--- config.mk ---
export PLATFORM = sky130hd
export DESIGN_NAME = fxu_reservation_station
export DESIGN_NICKNAME = d
export VERILOG_FILES = /design/src/rtl/fxu_reservation_station.sv
export SDC_FILE = /design/constraint.sdc
export NUM_CORES = 1
export LEC_CHECK = 0
export CORE_MARGIN = 2
export CORE_UTILIZATION = 45
export CTS_BUF_LIST = sky130_fd_sc_hd__clkbuf_8
export CTS_CLUSTER_SIZE = 40
export DETAILED_ROUTE_END_ITERATION = 6
export GPL_TIMING_DRIVEN = 0
export HOLD_SLACK_MARGIN = 0.05
export PLACE_DENSITY = 0.61
export RECOVER_POWER = 25
export SYNTH_ARGS = -nofsm -noshare
export SYNTH_HDL_FRONTEND = slang
export SYNTH_SLANG_ARGS = --single-unit
--- constraint.sdc ---
create_clock -name clk -period 19.9 [get_ports clk]
set_clock_uncertainty 0.05 [all_clocks]
set_input_delay 4.975 -clock clk [delete_from_list [all_inputs] [get_ports clk]]
set_output_delay 4.975 -clock clk [all_outputs]
set_load 0.005 [all_outputs]
--- src/rtl/fxu_reservation_station.sv ---
// ---------------------------------------------------------------------------
// fxu_reservation_station
//
// Reservation station for one fixed-point unit. It is the receive end of the
// dispatch interface from the instruction buffer. It holds up to DEPTH
// instructions in a collapsing queue, where entry 0 is the oldest. Missing
// operands are captured from the common result bus (CDB) by ROB tag. The
// oldest fully-ready entry is issued to the ALU under a valid/ready handshake.
//
// Parameters
//   DEPTH   number of entries (2..8)
//   TAG_W   ROB index / operand owner width
//   DATA_W  operand value width
//
// Ports
//   clk, rst             clock (rising edge), async active-high reset
//   flush                synchronous clear of all entries (mispredict)
//   in_instr_valid ...   dispatch strobe and instruction fields, with
//                        per-operand {valid, value, owner}
//   full                 no free entry (registered count only)
//   cdb_*                result broadcast: valid, ROB tag, value
//   alu_ready            ALU accepts an issue this cycle
//   out_issue_valid ...  issue slot: valid flag and selected instruction
//                        fields; data fields are 0 while not valid
//   count                number of occupied entries
//
// Optional feature (macro FXU_RS_BYPASS_EN)
//   When the station is empty, a dispatched instruction whose operands are
//   both available drives the issue outputs in the same cycle. If the ALU
//   takes it, the instruction is never written into the queue.
// ---------------------------------------------------------------------------
module fxu_reservation_station #(
  parameter int DEPTH  = 4,
  parameter int TAG_W  = 4,
  parameter int DATA_W = 16
) (
  input  logic                       clk,
  input  logic                       rst,
  input  logic                       flush,
  input  logic                       in_instr_valid,
  input  logic [TAG_W-1:0]           in_rob_idx,
  input  logic [3:0]                 in_opcode,
  input  logic [7:0]                 in_i,
  input  logic                       in_a_valid,
  input  logic [DATA_W-1:0]          in_a_value,
  input  logic [TAG_W-1:0]           in_a_owner,
  input  logic                       in_b_valid,
  input  logic [DATA_W-1:0]          in_b_value,
  input  logic [TAG_W-1:0]           in_b_owner,
  output logic                       full,
  input  logic                       cdb_valid,
  input  logic [TAG_W-1:0]           cdb_rob_idx,
  input  logic [DATA_W-1:0]          cdb_value,
  input  logic                       alu_ready,
  output logic                       out_issue_valid,
  output logic [TAG_W-1:0]           out_rob_idx,
  output logic [3:0]                 out_opcode,
  output logic [7:0]                 out_i,
  output logic [DATA_W-1:0]          out_a_value,
  output logic [DATA_W-1:0]          out_b_value,
  output logic [$clog2(DEPTH+1)-1:0] count
);

  localparam int CW   = $clog2(DEPTH + 1);
  localparam int SELW = $clog2(DEPTH);

  typedef struct packed {
    logic              valid;
    logic [TAG_W-1:0]  rob;
    logic [3:0]        op;
    logic [7:0]        imm;
    logic              av;
    logic [DATA_W-1:0] a;
    logic [TAG_W-1:0]  ao;
    logic              bv;
    logic [DATA_W-1:0] b;
    logic [TAG_W-1:0]  bo;
  } entry_t;

  entry_t        ent_q [DEPTH];
  entry_t        ent_d [DEPTH];
  // One spare slot past the end, kept empty, so the collapse can read k+1
  // for the top entry without going out of range.
  entry_t        woke  [DEPTH+1];
  logic [CW-1:0] count_q, count_d;

  logic [DEPTH-1:0] rdy;
  logic             any_rdy;
  logic [SELW-1:0]  sel;
  logic             q_issue;
  logic             issue_fire;
  logic             byp_valid;
  logic             byp_fire;
  logic             accept;
  logic [CW-1:0]    slot;
  entry_t           in_ent;

  assign full  = (count_q == CW'(DEPTH));
  assign count = count_q;

  // Incoming instruction with dispatch-time CDB capture applied to each operand.
  always_comb begin
    in_ent       = '0;
    in_ent.valid = 1'b1;
    in_ent.rob   = in_rob_idx;
    in_ent.op    = in_opcode;
    in_ent.imm   = in_i;
    in_ent.ao    = in_a_owner;
    in_ent.bo    = in_b_owner;
    in_ent.av    = in_a_valid;
    in_ent.a     = in_a_value;
    in_ent.bv    = in_b_valid;
    in_ent.b     = in_b_value;
    if (!in_a_valid && cdb_valid && (cdb_rob_idx == in_a_owner)) begin
      in_ent.av = 1'b1;
      in_ent.a  = cdb_value;
    end
    if (!in_b_valid && cdb_valid && (cdb_rob_idx == in_b_owner)) begin
      in_ent.bv = 1'b1;
      in_ent.b  = cdb_value;
    end
  end

  // Readiness comes from registered state only. A wakeup in this cycle makes
  // an entry ready in the following cycle.
  always_comb begin
    rdy     = '0;
    any_rdy = 1'b0;
    sel     = '0;
    for (int unsigned k = 0; k < DEPTH; k++) begin
      rdy[k] = ent_q[k].valid && ent_q[k].av && ent_q[k].bv;
    end
    // Scan from the top down so that the lowest-index (oldest) ready entry
    // wins.
    for (int unsigned k = DEPTH; k > 0; k--) begin
      if (rdy[k-1]) begin
        any_rdy = 1'b1;
        sel     = SELW'(k - 1);
      end
    end
  end

  assign q_issue    = any_rdy && !flush;
  assign issue_fire = q_issue && alu_ready;

`ifdef FXU_RS_BYPASS_EN
  assign byp_valid = (count_q == '0) && in_instr_valid && !flush && in_ent.av && in_ent.bv;
`else
  assign byp_valid = 1'b0;
`endif
  assign byp_fire = byp_valid && alu_ready;

  assign accept = in_instr_valid && !full && !flush && !byp_fire;
  assign slot   = count_q - CW'(issue_fire);

  // Issue outputs. The queue and the bypass are never both valid, because
  // the bypass only fires when the queue is empty.
  always_comb begin
    out_issue_valid = q_issue || byp_valid;
    out_rob_idx     = '0;
    out_opcode      = '0;
    out_i           = '0;
    out_a_value     = '0;
    out_b_value     = '0;
    if (q_issue) begin
      out_rob_idx = ent_q[sel].rob;
      out_opcode  = ent_q[sel].op;
      out_i       = ent_q[sel].imm;
      out_a_value = ent_q[sel].a;
      out_b_value = ent_q[sel].b;
    end else if (byp_valid) begin
      out_rob_idx = in_ent.rob;
      out_opcode  = in_ent.op;
      out_i       = in_ent.imm;
      out_a_value = in_ent.a;
      out_b_value = in_ent.b;
    end
  end

  // Next state. Wakeup is applied to every entry first, then the queue
  // collapses over the issued slot. Because of this order, entries shifting
  // down still see this cycle's CDB result. A new dispatch lands at the
  // post-collapse tail.
  always_comb begin
    for (int unsigned k = 0; k < DEPTH; k++) begin
      woke[k] = ent_q[k];
      if (ent_q[k].valid && !ent_q[k].av && cdb_valid && (cdb_rob_idx == ent_q[k].ao)) begin
        woke[k].av = 1'b1;
        woke[k].a  = cdb_value;
      end
      if (ent_q[k].valid && !ent_q[k].bv && cdb_valid && (cdb_rob_idx == ent_q[k].bo)) begin
        woke[k].bv = 1'b1;
        woke[k].b  = cdb_value;
      end
    end
    woke[DEPTH] = '0;

    for (int unsigned k = 0; k < DEPTH; k++) begin
      if (issue_fire && (k >= 32'(sel))) begin
        ent_d[k] = woke[k+1];
      end else begin
        ent_d[k] = woke[k];
      end
      if (accept && (CW'(k) == slot)) begin
        ent_d[k] = in_ent;
      end
    end

    count_d = count_q + CW'(accept) - CW'(issue_fire);

    if (flush) begin
      for (int unsigned k = 0; k < DEPTH; k++) begin
        ent_d[k] = '0;
      end
      count_d = '0;
    end
  end

  always_ff @(posedge clk or posedge rst) begin
    if (rst) begin
      for (int unsigned k = 0; k < DEPTH; k++) begin
        ent_q[k] <= '0;
      end
      count_q <= '0;
    end else begin
      for (int unsigned k = 0; k < DEPTH; k++) begin
        ent_q[k] <= ent_d[k];
      end
      count_q <= count_d;
    end
  end

endmodule

Word-level counts from Yosys, hierarchy flattened
Cells that the tools add are included.
{"block": "totals", "register_bits": 239, "inputBits": 84, "word_cells": 165}
{"block": "classes", "addsub": 3, "magnitude_cmp": 4, "n_eq_ne": 14, "mux": 36, "bitwise": 1, "n_reduce_logical": 66}
{"op": "$mux W59", "n": 8}
{"op": "$mux W236", "n": 1}
{"op": "$mux W17", "n": 10}
{"op": "$bmux W59 S2", "n": 1}
{"op": "$mux W58", "n": 2}
{"op": "$logic_and A1 B1 Y1", "n": 47}
{"op": "$eq A4 B4 Y1", "n": 10}
{"op": "$mux W16", "n": 2}
{"op": "$logic_not A1 Y1", "n": 12}
{"op": "$reduce_bool A3 Y1", "n": 4}
{"op": "$mux W2", "n": 4}
{"op": "$mux W4", "n": 2}
{"op": "$mux W8", "n": 1}
{"op": "$reduce_bool A4 Y1", "n": 2}
{"op": "$eq A2 B3 Y1 const A", "n": 2}
{"op": "$sub A3 B1 Y3", "n": 2}
{"op": "$ge A1 B2 Y1 const A", "n": 2}
{"op": "$mux W1", "n": 4}
{"op": "$add A3 B1 Y3", "n": 1}
{"op": "$eq A1 B3 Y1 const A", "n": 1}
{"op": "$eq A3 B3 Y1 const B", "n": 1}
{"op": "$ge A3 B3 Y1 const B", "n": 1}
{"op": "$logic_not A3 Y1", "n": 1}
{"op": "$mux W3", "n": 1}
{"op": "other kinds (2)", "n": 2}

Longest topological paths before layout
Gate-level depths: netlist of the first run.
{"block": "logic_depth", "ltp_word": 13, "mapped_depth": 13, "mapped_depth_nobuf": 11}

Worst setup path before layout of the first run
No wires, ideal clock.
{"block": "synth_timing", "kind": "input -> output", "start": "input flush", "end": "output out_a_value[0]", "t_arrival_ns": 6.088, "t_required_ns": 14.875, "path_slack_ns": 8.787, "cell_stages": 6, "path_buffers": 4, "path_cell_list": "buf_2 -> or2_2 -> clkbuf_1 -> buf_2 -> buf_1 -> a211oi_1"}
{"block": "synth_between", "elab_chain_len": 3}
{"item": "from (decl)", "line": "39", "rtl": "input logic flush,"}
{"item": "$logic_not A1 Y1", "line": "143", "rtl": "assign q_issue = any_rdy && !flush;"}
{"item": "$logic_and A1 B1 Y1", "line": "143"}
{"item": "$mux W16", "line": "165", "rtl": "if (q_issue) begin"}
{"item": "to (decl)", "line": "59", "rtl": "output logic [DATA_W-1:0] out_a_value,"}
Every way passes these cells.

Final worst setup path of the first run
{"block": "layout_timing", "start": "input flush", "end": "output out_b_value[14]"}
{"block": "layout_between", "elab_chain_len": 3}
{"item": "$logic_not A1 Y1", "line": "143"}
{"item": "$logic_and A1 B1 Y1", "line": "143"}
{"item": "$mux W16", "line": "165"}
{"item": "to (decl)", "line": "60", "rtl": "output logic [DATA_W-1:0] out_b_value,"}
Every way passes these cells.

==> impl_metrics.toml, run 1 <==
[synthesis]
synth_cell_types = 68
synth_seq_area_share = 0.391
synth_cells = 1643
synth_edf_count = 0
synth_largest_area_cell = "dfrtp_1"
syn_avg_cell_area_sq_um = 9.32
synth_top_area_share = 0.391
synthArstFlopShare = 1.00
syn-num-nets = 1732
syn_area_sq_um = 15300
yosys_warnings = 0
ys.flop_type = "dfrtp_1"
synthTopCellsByArea = "dfrtp_1 (39%), mux2i_1 (9.5%), mux2_2 (5.3%)"
synth_seq_cells = 239

[placement]
numPortBuffers = 132
routabilityCongestion = 0.917
hpwl_mm = 43.5
placed_area_sq_um = 17300

[sta]
fin_crit_ns = 12.50
hold_viol_final = 0
slew_headroom = -2.99
fmaxAchievable_ghz = 0.0800
rsz0062_at_grt = "false"
fin_setup_tns_ns = 0
setup_viol = 0
worst_slew_pin_slew_ns = 5.98
fin_crit_sh = 0.628
maxSlewViolCount = 102

[floorplanning]
core_sq_um = 33500
ios = 137
die-height_um = 188
initial_core_util = 0.457
placementRows = 67
dieArea_sq_um = 35500
dieWidth_um = 188

[route]
post_drt_wl_per_cell_um = 27.9
drc = 0
routed_wl_mm = 64.4
drt-vias-per-instance = 6.60
antenna_left = 0
first_pass_iters = 6
via_count = 15243
first_iter_violations = 2007

[run_status]
outcome = "complete, but fails checks"
violations = "max-capacitance violations, max-slew violations"

[power_and_ir_drop]
clkPwrFrac = 0.416
leakage_nw = 7.90
p_int_mw = 0.830
p_sw_frac = 0.297
power.switching_mw = 0.351
ir_drop_mv = 0.0504
cellPowerDensity_nw_per_um2 = 65.1
seqPwrFrac = 0.445
combPwrFrac = 0.139

[clock_network]
clk_latency_ns = 0.60
clk_pin_slew_ns = 0.06
cts_setup_buffers = 0
clockBufferDepth = 3
cts_tree = "yes"
cts_made_buffers = 46
cts_hold_buf = 0
cts_resized = 0
root_buffer = "clkbuf_8"
clock-sinks = 239
htreeDepth = 2

[finish]
final_nets = 1914
final_cell_area_sq_um = 18100
syn_to_final_growth_pct = 18.4
final_cell_mix = "dfrtp_1 (239), nor2_1 (215), nand2_1 (190)"
diodes = 0
mostFrequentLayoutCell = "dfrtp_1"
layout-drive-gt1-share = 0.114

[critical_path]
worstPathRequired_ns = 14.88
timing.rr.start = "ent_q[159]$_DFF_PP0_"
worstPathArrival_ns = 7.48
cp_slowest_cell = "clkdlybuf4s50_1"
worst_path_dominant_cell_family = "buffers and inverters"
max_stage_delay_ns = 0.62
critPathMostFrequentCell = "buf_2"
r2r_end = "ent_q[207]$_DFFE_PP0P_"
critPathBufInv = 5
crit_fanout = 10
cp_cell_sequence = "buf_2 > or2_2 > clkbuf_1 > buf_2 > buf_1 > a211oi_1 > clkdlybuf4s50_1"
end_kind = "output port"
cp-start-kind = "primary input"
r2r_cells = 12
crit_type = "in -> out"
ff2ff_setup_slack_ns = 15.23

[hold_path]
holdPathStages = 2
worstHoldStart = "ent_q[211]$_DFFE_PP0P_"
hold_class = "reg -> reg"
worstHoldEndpoint = "ent_q[211]$_DFFE_PP0P_"

[global_route]
grt_max_degree = 116
antenna_found_initial = 0
grt_use_total = 0.359
grt_overflow = 0
grt_pass1_wl_mm = 95.9
first_global_vias = 14957

[job]
max-cap-violations = 1
==> area by class of cell <==
cell class | count | area [sq um]
clock buffer | 57 | 785
tap | 448 | 561
multi-input combinational | 1221 | 8560
clock inverter | 27 | 115
fill | 3193 | 15400
sequential | 239 | 5980
timing repair buffer | 134 | 1350
buffer | 169 | 723
inverter | 14 | 53.8
==> state kept, by name, indices dropped and copies added, names as in the netlist <==
name / cells
count: 3
ent_q: 236
==> cells by family (layout without fill, tap and decap cells) <==
| logic type | count (synthesis) | count (layout) | share of synthesized area |
|---|---|---|---|
| compound gates | 471 | 471 | 0.237 |
| xor+xnor | 39 | 39 | 0.0223 |
| fa+ha+maj | 5 | 5 | 0.00458 |
| buf+inv | 183 | 401 | 0.0507 |
| flops | 239 | 239 | 0.391 |
| mux | 235 | 235 | 0.167 |
| simple gates | 471 | 471 | 0.128 |
==> Yosys cell counts (9+ instances only) <==
master,count
dfrtp_1,239
nor2_1,215
nand2_1,190
mux2i_1,146
clkbuf_1,128
a211oi_1,72
mux2_2,72
o21ai_0,52
a311oi_1,48
a21oi_1,39
a31oi_1,34
o22a_1,34
o221ai_1,31
buf_2,28
a221oi_1,24
a22o_1,23
xnor2_1,23
o22ai_1,21
o211ai_1,20
nand4_1,18
o32ai_1,17
a21o_1,16
xor2_1,16
inv_1,13
a2bb2oi_2,9
mux2i_4,9
==> power by group through the flow <==
stage                     combinational (mW)  sequential [mW]  clock, mW
after global placement                 0.157            0.533          0
final                                  0.164            0.525      0.491
after detailed placement               0.161            0.533          0
after floorplan                       0.0980            0.527          0
after CTS                              0.161            0.524      0.494
after global routing                   0.176            0.527      0.517
==> per-layer routing <==
layer / track usage / wire length (um)
met1: 0.490 / 26000
met2: 0.534 / 27900
met3: 0.0710 / 6730
met4: 0.199 / 3780
met5: 0 / 0
==> worst min-delay path, cell delays in order, from the launching register on <==
cell      delay, ns
dfrtp_1        0.34
nand2_1        0.05
o221ai_1       0.06
==> how the worst max path moves through the flow <==
stage               startpoint              endpoint  slack, ns  depth (start not counted)
finish                   flush       out_b_value[14]       7.40                          7
floorplan                  rst    count[0]$_DFF_PP0_       8.32                          1
detailed placement       flush       out_b_value[14]       7.56                          7
global placement           rst  ent_q[153]$_DFF_PP0_       4.42                          2
CTS                      flush       out_b_value[14]       7.56                          7
global route             flush       out_b_value[14]       7.36                          7
==> through the flow <==
stage	util	setup WS, ns	power, mW	cells	hold slack (ns)
finish	0.541	7.40	1.18	2309	0.439
global route	0.541	7.36	1.22	2309	0.474
CTS	0.541	7.56	1.18	2309	0.438
detailed placement	0.515	7.56	0.693	2225	0.421
global placement	0.513	4.42	0.690	2223	0.413
floorplan	-	8.32	0.625	1643	0.400
(Power assumes the default switching activity.)
==> inputs of run 2 (changes only) <==
==> constraint.sdc (replaced) <==
create_clock -name clk -period 13 [get_ports clk]
set_clock_uncertainty 0.05 [all_clocks]
set_input_delay 3.25 -clock clk [delete_from_list [all_inputs] [get_ports clk]]
set_output_delay 3.25 -clock clk [all_outputs]
set_load 0.005 [all_outputs]
==> results of run 2 <==
Same layout as run 1 (identical final DEF). Status: complete, but fails checks: max-capacitance violations, max-slew violations.
Among the figures that moved: setup slack after placement 7.56 ns -> 4.11 ns; setup slack after layout 7.40 ns -> 3.38 ns; start point of the critical path flush -> rst; end point of the critical path out_b_value[14] -> ent_q[228]$_DFFE_PP0P_; register-to-register setup slack 15.23 ns -> 8.33 ns; total power 1.18 mW -> 1.81 mW; worst IR drop on VDD 0.0504 mV -> 0.0771 mV
